## config.mk

```make
export PLATFORM = sky130hd
export DESIGN_NAME = cv32e40s_glitch_controller
export DESIGN_NICKNAME = d
export VERILOG_FILES = /design/src/rtl/cv32e40s_glitch_controller.sv
export SDC_FILE = /design/constraint.sdc
export NUM_CORES = 1
export LEC_CHECK = 0
export CAP_MARGIN = 20
export CORE_UTILIZATION = 37
export DETAILED_ROUTE_END_ITERATION = 10
export SYNTH_ARGS = -nofsm -noshare
export SYNTH_HDL_FRONTEND = slang
export SYNTH_SLANG_ARGS = --single-unit
```

## constraint.sdc

```tcl
create_clock -name clk -period 5.7 [get_ports clk]
set_clock_uncertainty 0.2 [all_clocks]
set_input_delay 1.14 -clock clk [delete_from_list [all_inputs] [get_ports clk]]
set_output_delay 1.14 -clock clk [all_outputs]
set_load 0.05 [all_outputs]
```

## src/rtl/cv32e40s_glitch_controller.sv

```systemverilog
// Fault-injection sequencer: arms one request, waits for a trigger plus a delay,
// then drives exactly one injector enable (random or specific mode) for a fixed duration.
//
// state  | meaning
// IDLE   | ready for a request
// ARMED  | request latched, waiting for trigger
// DELAY  | counting trigger-to-glitch delay
// INJECT | selected injector enable asserted
// DONE   | one-cycle completion pulse
module cv32e40s_glitch_controller #(
  parameter  int unsigned NUM_TARGETS = 4,
  parameter  int unsigned DELAY_W     = 16,
  parameter  int unsigned DUR_W       = 8,
  localparam int unsigned TGT_W       = (NUM_TARGETS > 1) ? $clog2(NUM_TARGETS) : 1
) (
  input  logic                   clk,
  input  logic                   reset,
  input  logic                   cfg_valid,
  output logic                   cfg_ready,
  input  logic [TGT_W-1:0]       cfg_target,
  input  logic [DELAY_W-1:0]     cfg_delay,
  input  logic [DUR_W-1:0]       cfg_duration,
  input  logic                   cfg_specific,
  input  logic                   trigger,
  input  logic                   abort,
  output logic [NUM_TARGETS-1:0] inj_enable,
  output logic [NUM_TARGETS-1:0] inj_enable_specific,
  output logic                   busy,
  output logic                   done,
  output logic [15:0]            glitch_count
);

  localparam int unsigned CNT_W = (DELAY_W > DUR_W) ? DELAY_W : DUR_W;
  localparam logic [CNT_W-1:0] CNT_ONE = CNT_W'(1);

  typedef enum logic [2:0] {
    IDLE,
    ARMED,
    DELAY,
    INJECT,
    DONE
  } state_e;

  state_e               state_q, state_d;
  logic [CNT_W-1:0]     cnt_q, cnt_d;
  logic [TGT_W-1:0]     tgt_q;
  logic [DELAY_W-1:0]   delay_q;
  logic [DUR_W-1:0]     dur_q;
  logic                 spec_q;
  logic                 hit_q, hit_d;
  logic                 accept;
  logic                 tgt_valid;
  logic [NUM_TARGETS-1:0] tgt_hot;
  logic [15:0]          count_q;

  // Out-of-range targets decode to no bit at all, which also makes tgt_valid false.
  always_comb begin
    tgt_hot = '0;
    for (int i = 0; i < NUM_TARGETS; i++) begin
      tgt_hot[i] = (tgt_q == TGT_W'(i));
    end
  end

  assign tgt_valid = |tgt_hot;

  always_comb begin
    state_d = state_q;
    cnt_d   = cnt_q;
    hit_d   = hit_q;
    accept  = 1'b0;
    case (state_q)
      IDLE: begin
        if (cfg_valid) begin
          accept  = 1'b1;
          hit_d   = 1'b0;
          state_d = ARMED;
        end
      end
      ARMED: begin
        if (trigger) begin
          if (dur_q == '0) begin
            state_d = DONE;
          end else if (delay_q == '0) begin
            state_d = INJECT;
            cnt_d   = CNT_W'(dur_q);
            hit_d   = tgt_valid;
          end else begin
            state_d = DELAY;
            cnt_d   = CNT_W'(delay_q);
          end
        end
      end
      DELAY: begin
        cnt_d = cnt_q - CNT_ONE;
        if (cnt_q == CNT_ONE) begin
          state_d = INJECT;
          cnt_d   = CNT_W'(dur_q);
          hit_d   = tgt_valid;
        end
      end
      INJECT: begin
        cnt_d = cnt_q - CNT_ONE;
        if (cnt_q == CNT_ONE) begin
          state_d = DONE;
        end
      end
      DONE: begin
        state_d = IDLE;
      end
      default: begin
        state_d = IDLE;
      end
    endcase
    // Abort wins over trigger and counter expiry; it only matters once a request is held.
    if (abort && (state_q != IDLE)) begin
      state_d = IDLE;
      cnt_d   = '0;
    end
  end

  always_ff @(posedge clk) begin
    if (reset) begin
      state_q <= IDLE;
      cnt_q   <= '0;
      hit_q   <= 1'b0;
    end else begin
      state_q <= state_d;
      cnt_q   <= cnt_d;
      hit_q   <= hit_d;
    end
  end

  always_ff @(posedge clk) begin
    if (reset) begin
      tgt_q   <= '0;
      delay_q <= '0;
      dur_q   <= '0;
      spec_q  <= 1'b0;
    end else if (accept) begin
      tgt_q   <= cfg_target;
      delay_q <= cfg_delay;
      dur_q   <= cfg_duration;
      spec_q  <= cfg_specific;
    end
  end

  always_ff @(posedge clk) begin
    if (reset) begin
      count_q <= '0;
    end else if ((state_q == DONE) && hit_q && (count_q != 16'hFFFF)) begin
      count_q <= count_q + 16'd1;
    end
  end

  always_comb begin
    inj_enable          = '0;
    inj_enable_specific = '0;
    if (state_q == INJECT) begin
      if (spec_q) begin
        inj_enable_specific = tgt_hot;
      end else begin
        inj_enable = tgt_hot;
      end
    end
  end

  assign cfg_ready    = (state_q == IDLE);
  assign busy         = (state_q != IDLE);
  assign done         = (state_q == DONE);
  assign glitch_count = count_q;

endmodule

```

==> results of run 1 <==
## flip-flops by register name (all words and copies together), names as in the netlist
register / cells
cnt_q: 16
delay_q: 16
dur_q: 8
glitch_count: 16
hit_q: 1
spec_q: 1
state_q: 3
tgt_q: 2
## critical path, delay by kind of cell, from the launching register on
| family | cells | cell delay, ns |
|---|---|---|
| buf+inv | 1 | 0.84 |
| flops | 1 | 0.55 |
| simple gates | 3 | 1.00 |
## path summary, 6_finish.rpt
path | start | to | slack [ns] | cells after the start
worst min-delay path | spec_q$_SDFFE_PP0P_ | spec_q$_SDFFE_PP0P_ | 0.28 | 2
worst max register to register | cnt_q[8]$_SDFFE_PP0P_ | cnt_q[12]$_SDFFE_PP0P_ | 2.80 | 5
worst min register to register | spec_q$_SDFFE_PP0P_ | spec_q$_SDFFE_PP0P_ | 0.28 | 2
worst max-delay path | state_q[1]$_SDFFE_PP0P_ | inj_enable_specific[0] | 1.63 | 4
## synthesized netlist by cell type, types with 2 or more instances
cell type / count
clkbuf_1: 20
nand2b_1: 5
o31a_1: 2
a221o_1: 2
nand4_1: 6
nand3b_1: 2
buf_2: 2
nor3b_1: 2
inv_1: 8
a22o_1: 3
nor4_1: 11
and3_1: 2
o21ai_0: 16
xnor2_1: 10
nor2b_1: 4
or4_1: 7
o22ai_1: 3
a21o_1: 3
nor2_1: 36
and2_1: 2
a211o_1: 2
a211oi_1: 6
nand2_1: 81
a311oi_1: 3
or3_1: 5
a32o_1: 9
a21oi_1: 37
a221oi_1: 2
dfxtp_1: 63
nand3_1: 11
ha_1: 3
buf_6: 2
o221ai_1: 2
mux2i_1: 2
nor3_1: 20
## cell families after synthesis
kind of cell               share of synthesized area (%)
AOI/OAI and AO/OA                                   22.2
xor gates and xnor gates                            2.97
adders and majority gates                           1.16
buffers and inverters                               4.25
DFF                                                 38.9
muxes                                              0.966
and+or+nand+nor                                     29.5
## routing by layer
layer / share of wire, % / vias up / routed length (µm) / track usage [%]
met5: 0 / - / 0 / 0
met4: 1.2 / 0 / 107 / 5.97
met3: 7.1 / 12 / 641 / 6.62
met2: 44 / 108 / 3950 / 33.0
met1: 48 / 1489 / 4300 / 29.5
li1: - / 1607 / - / -
## placed cells by master (no fill, tap or decap), types with 3 or more instances in the layout
cell / synthesis / final
or3_1: 5 / 5
clkbuf_8: 0 / 10
nand3_1: 11 / 11
nand2_1: 81 / 81
nor2_1: 36 / 36
a22o_1: 3 / 3
a21oi_1: 37 / 37
o22ai_1: 3 / 3
a311oi_1: 3 / 3
ha_1: 3 / 3
nand2b_1: 5 / 5
clkdlybuf4s50_1: 0 / 58
o21ai_0: 16 / 16
nor2b_1: 4 / 4
a32o_1: 9 / 9
clkinv_2: 0 / 3
a21o_1: 3 / 3
nor4_1: 11 / 11
or4_1: 7 / 7
dfxtp_1: 63 / 63
nor3_1: 20 / 20
inv_1: 8 / 8
xnor2_1: 10 / 10
a211oi_1: 6 / 6
nand4_1: 6 / 6
## per-stage QoR
stage               setup WS (ns)  area (µm²)  cells  util (%)
finish                       1.63        4060    573      48.7
global route                 1.42        4060    573      48.7
CTS                          1.66        4060    573      48.7
detailed placement           2.05        3860    557      46.3
global placement             2.12        3850    556      46.2
floorplan                    2.12        3240    416         -
## power groups by stage
stage | clock [mW] | sequential [mW] | combinational (mW)
after floorplan | 0 | 0.494 | 0.196
after global routing | 0.423 | 0.505 | 0.295
after CTS | 0.403 | 0.500 | 0.261
final | 0.393 | 0.501 | 0.262
after global placement | 0 | 0.509 | 0.258
after detailed placement | 0 | 0.510 | 0.260
## cell type report
| type | count | area (µm²) | area share (%) |
|---|---|---|---|
| timing repair buffer | 60 | 599 | 14.8 |
| multi-input combinational | 321 | 1840 | 45.3 |
| sequential | 63 | 1260 | 31.1 |
| inverter | 8 | 30.0 | 0.740 |
| clock buffer | 10 | 138 | 3.39 |
| clock inverter | 6 | 60.1 | 1.48 |
| tap | 105 | 131 | 3.24 |
==> flow_summary_export.csv, run 1 <==
group,metric,value,unit
sta,fin_hold_ws,0.276,ns
sta,fin_crit_sh,71.3,%
sta,timing.fmax,246,MHz
clock_network,post_cts_buffers,0,
synth,synth_cells,416,
clock_network,h-tree-depth,3,
die,dieArea,9130,µm²
job,maxCapViolCount,0,
grt,grt_max_degree,48,
drt,ant_nets,0,
clock_network,cts_tree,"built",
sta,setup_violations,0,
clock_network,cts_root_buf,"clkbuf_8",
grt,grt_pass1_vias,3080,
critical_path,path_cells,"nor2b_1, nand3_1, nor3_1, clkdlybuf4s50_1",
sta,finalHoldViolCount,0,
drt,drc,0,
clock_network,clock_latency,0.35,ns
synth,synth_top_area_share,38.9,%
clock_network,clk_pin_slew,0.07,ns
critical_path,critPathKind,"flip-flop to primary output",
drt,vias,3216,
pwr,post-layout-total-power,1.16,mW
clock_network,cts.sinks,63,
critical_path,cp_slowest_stage_delay,0.84,ns
pwr,vdd_drop_max,0.130,mV
synth,synth_edf_count,0,
final_layout,nets,498,
synth,seq_area_frac_synth,38.9,%
clock_network,clockBufferDepth,2,
critical_path,crit_slowest_cell,"clkdlybuf4s50_1",
critical_path,start_kind,"flip-flop",
clock_network,postCtsResizedCells,0,
final_layout,drive_gt1_share,5.77,%
pwr,power_switching,0.373,mW
synth,yosysTopAreaCell,"dfxtp_1",
drt,dr.pass1.iters,5,
drt,vias_per_cell,5.61,
place,port_buffers,58,
die,io_pins,59,
synth,ys_types,57,
sta,min_period,4.07,ns
critical_path,cp-end-kind,"primary output",
place,dp_hpwl,6380,µm
sta,slew_violations,0,
die,fp-row-count,33,
sta,fin_tns_setup,0,ns
pwr,power_frac_seq,43.3,%
die,fp.dieH,95.6,µm
synth,synth-main-ff-cell,"dfxtp_1",
drt,routed_wl,9000,µm
outcome,outcome,"finished, final reports clean",
final_layout,n_fill_cell,838,
synth,synth_area,3240,µm²
critical_path,crit_fanout,11,
grt,antenna_found_initial,0,
grt,grt_overflow,0,
synth,syn_nets,451,
synth,synthArstFlopShare,0,%
drt,wl_per_cell,15.7,µm
final_layout,antenna_cells,0,
clock_network,cts_buffers,9,
pwr,comb_power_share,22.7,%
synth,yosys_warnings,0,
pwr,clkPwrFrac,34.0,%
pwr,switching_share,32.2,%
grt,grtUsageTotal,21.7,%
drt,drt_iter0_drc,224,
critical_path,critical_path_arrival,2.73,ns
synth,synth-seq-cells,63,
synth,postSynthAreaPerCell,7.79,µm²
die,die_x,95.6,µm
sta,relSlewSlack,32.4,%
sta,rsz0062_at_grt,"no",
critical_path,worstPathRequired,4.36,ns
place,gp_congestion,0.902,
final_layout,syn_to_final_growth,25.3,%
pwr,p_leak,1.39,nW
sta,worst_slew_pin_slew,1.01,ns
synth,synthTopCellsByArea,"dfxtp_1, nand2_1, a21oi_1, nor2_1, nor3_1",
hold_path,hold_path.class,"flip-flop to flip-flop",
pwr,pwr_density_cell,285,nW/µm²
die,core-area,8340,µm²
die,initial_core_util,38.8,%
grt,grt_pass1_wl,15200,µm
clock_network,hold_buffers,0,
pwr,p_int,0.784,mW
No activity file was read; power rests on OpenSTA's default activity.
==> run 2: changes to the inputs <==
clock period = 4 ns   (was 5.7 ns; I/O delays follow)
==> run 2 against run 1 <==
  * Largest cell class unchanged
  * Hold slack worse by 0.0019 ns
  * Design area is 1.6% higher
  * Largest power group unchanged
  * Clock-buffer cell count is 2 higher
  * Worst setup slack worse by 1.3 ns
  * Critical path type unchanged
==> flow_summary_export.csv, run 2 (synthesized netlist as in run 1, its figures left out) <==
group,metric,value,unit
outcome,outcome,"finished, final reports clean",
place,gp_congestion,0.914,
critical_path,path_cells,"nor2b_1, nand3_1, nor3_1, clkdlybuf4s50_1",
drt,dr.pass1.iters,5,
die,fp-row-count,33,
clock_network,clockBufferDepth,2,
clock_network,h-tree-depth,3,
drt,drt_iter0_drc,234,
drt,vias_per_cell,5.62,
pwr,p_leak,1.43,nW
sta,timing.fmax,270,MHz
clock_network,hold_buffers,0,
grt,antenna_found_initial,0,
clock_network,cts_root_buf,"clkbuf_8",
final_layout,nets,501,
critical_path,cp-end-kind,"primary output",
place,port_buffers,58,
critical_path,start_kind,"flip-flop",
critical_path,r2r_start,"cnt_q[8]$_SDFFE_PP0P_",
critical_path,crit_fanout,11,
hold_path,hold_path_depth,2,
grt,grt_overflow,0,
drt,routed_wl,9060,µm
clock_network,post_cts_buffers,0,
die,dieArea,9130,µm²
clock_network,clk_pin_slew,0.07,ns
clock_network,postCtsResizedCells,0,
sta,finalHoldViolCount,0,
clock_network,cts_buffers,9,
die,initial_core_util,38.8,%
clock_network,clock_latency,0.34,ns
final_layout,antenna_cells,0,
final_layout,layout_common_cells,"nand2_1, dfxtp_1, clkdlybuf4s50_1",
critical_path,rr_endpoint,"cnt_q[3]$_SDFFE_PP0P_",
sta,fin_crit_sh,92.5,%
critical_path,critPathKind,"flip-flop to primary output",
clock_network,cts.sinks,63,
place,dp_hpwl,6420,µm
sta,rsz0062_at_grt,"no",
critical_path,cp_slowest_stage_delay,0.84,ns
critical_path,worstPathRequired,3.00,ns
sta,slew_violations,0,
clock_network,cts_tree,"built",
final_layout,syn_to_final_growth,27.4,%
drt,wl_per_cell,15.7,µm
sta,fin_hold_ws,0.274,ns
sta,setup_violations,0,
grt,grt_pass1_wl,14800,µm
critical_path,ff2ff_setup_slack,1.09,ns
final_layout,drive_gt1_share,5.96,%
drt,vias,3233,
drt,ant_nets,0,
grt,grt_max_degree,47,
job,maxCapViolCount,0,
critical_path,reg2reg_depth,5,
sta,fin_tns_setup,0,ns
die,io_pins,59,
die,die_x,95.6,µm
sta,min_period,3.70,ns
hold_path,worstHoldStart,"delay_q[7]$_SDFFE_PP0P_",
critical_path,critical_path_arrival,2.70,ns
final_layout,layout_commonest_cell,"nand2_1",
pwr,pwr_density_cell,433,nW/µm²
hold_path,hold_path.class,"flip-flop to flip-flop",
sta,relSlewSlack,35.7,%
hold_path,holdPathEnd,"delay_q[7]$_SDFFE_PP0P_",
die,fp.dieH,95.6,µm
grt,grtUsageTotal,21.1,%
die,core-area,8340,µm²
drt,drc,0,
grt,grt_pass1_vias,2988,
critical_path,crit_slowest_cell,"clkdlybuf4s50_1",
pwr,vdd_drop_max,0.182,mV
sta,worst_slew_pin_slew,0.956,ns
run 2: cell types whose count changed in the layout (fill, tap and decap cells not counted), sizes merged:
cell,previous run,this run
buf,2,5
clkbuf,10,12
bufinv,1,3
clkinv,3,0
clkinvlp,2,0
run 2: per-stage QoR:
stage	setup WS (ns)	utilization [%]	power, mW	instances	cell area, µm²
2_1_floorplan	0.425	-	0.983	416	3240
3_3_place_gp	0.764	46.5	1.10	560	3880
3_5_place_dp	0.672	46.5	1.10	560	3880
4_1_cts	0.307	49.5	1.79	575	4130
5_1_grt	0.115	49.5	1.87	575	4130
6_report	0.301	49.5	1.79	575	4130
run 2: layout make-up:
class                           count  area [µm²]
Clock buffer                       12         155
Inverter                            8        30.0
Fill cell                         822        4210
Timing Repair Buffer               63         618
Clock inverter                      3        90.1
Multi-Input combinational cell    321        1840
Sequential cell                    63        1260
Tap cell                          105         131
run 2: worst max-delay path by stage:
stage | start | to | slack [ns] | cells after the start
after detailed placement | state_q[1]$_SDFFE_PP0P_ | inj_enable_specific[0] | 0.67 | 4
after floorplan | state_q[1]$_SDFFE_PP0P_ | glitch_count[15]$_SDFFE_PP0P_ | 0.42 | 6
final | state_q[1]$_SDFFE_PP0P_ | inj_enable_specific[0] | 0.30 | 4
after CTS | state_q[1]$_SDFFE_PP0P_ | inj_enable_specific[0] | 0.31 | 4
after global routing | state_q[1]$_SDFFE_PP0P_ | inj_enable_specific[0] | 0.12 | 4
after global placement | state_q[1]$_SDFFE_PP0P_ | inj_enable[0] | 0.76 | 4
run 2: metal layers:
layer	share of wire, %	routed length (µm)	vias up	track usage [%]
met2	44	3950	121	30.9
met5	0	0	-	0
met4	1.9	173	0	8.33
li1	-	-	1609	-
met1	48	4330	1489	29.8
met3	6.7	608	14	4.47
run 2: power by group:
group          total [mW]  leakage [nW]  internal [mW]  switching (mW)
Combinational       0.382         0.798          0.153           0.228
Sequential          0.714         0.513          0.665          0.0486
Clock               0.691         0.123          0.445           0.245
Total                1.79          1.43           1.26           0.522
run 2: critical path, delay by kind of cell (launching register included):
family,cells,cell delay [ns]
AND/OR/NAND/NOR,3,0.98
flip-flops,1,0.53
buffers and inverters,1,0.84
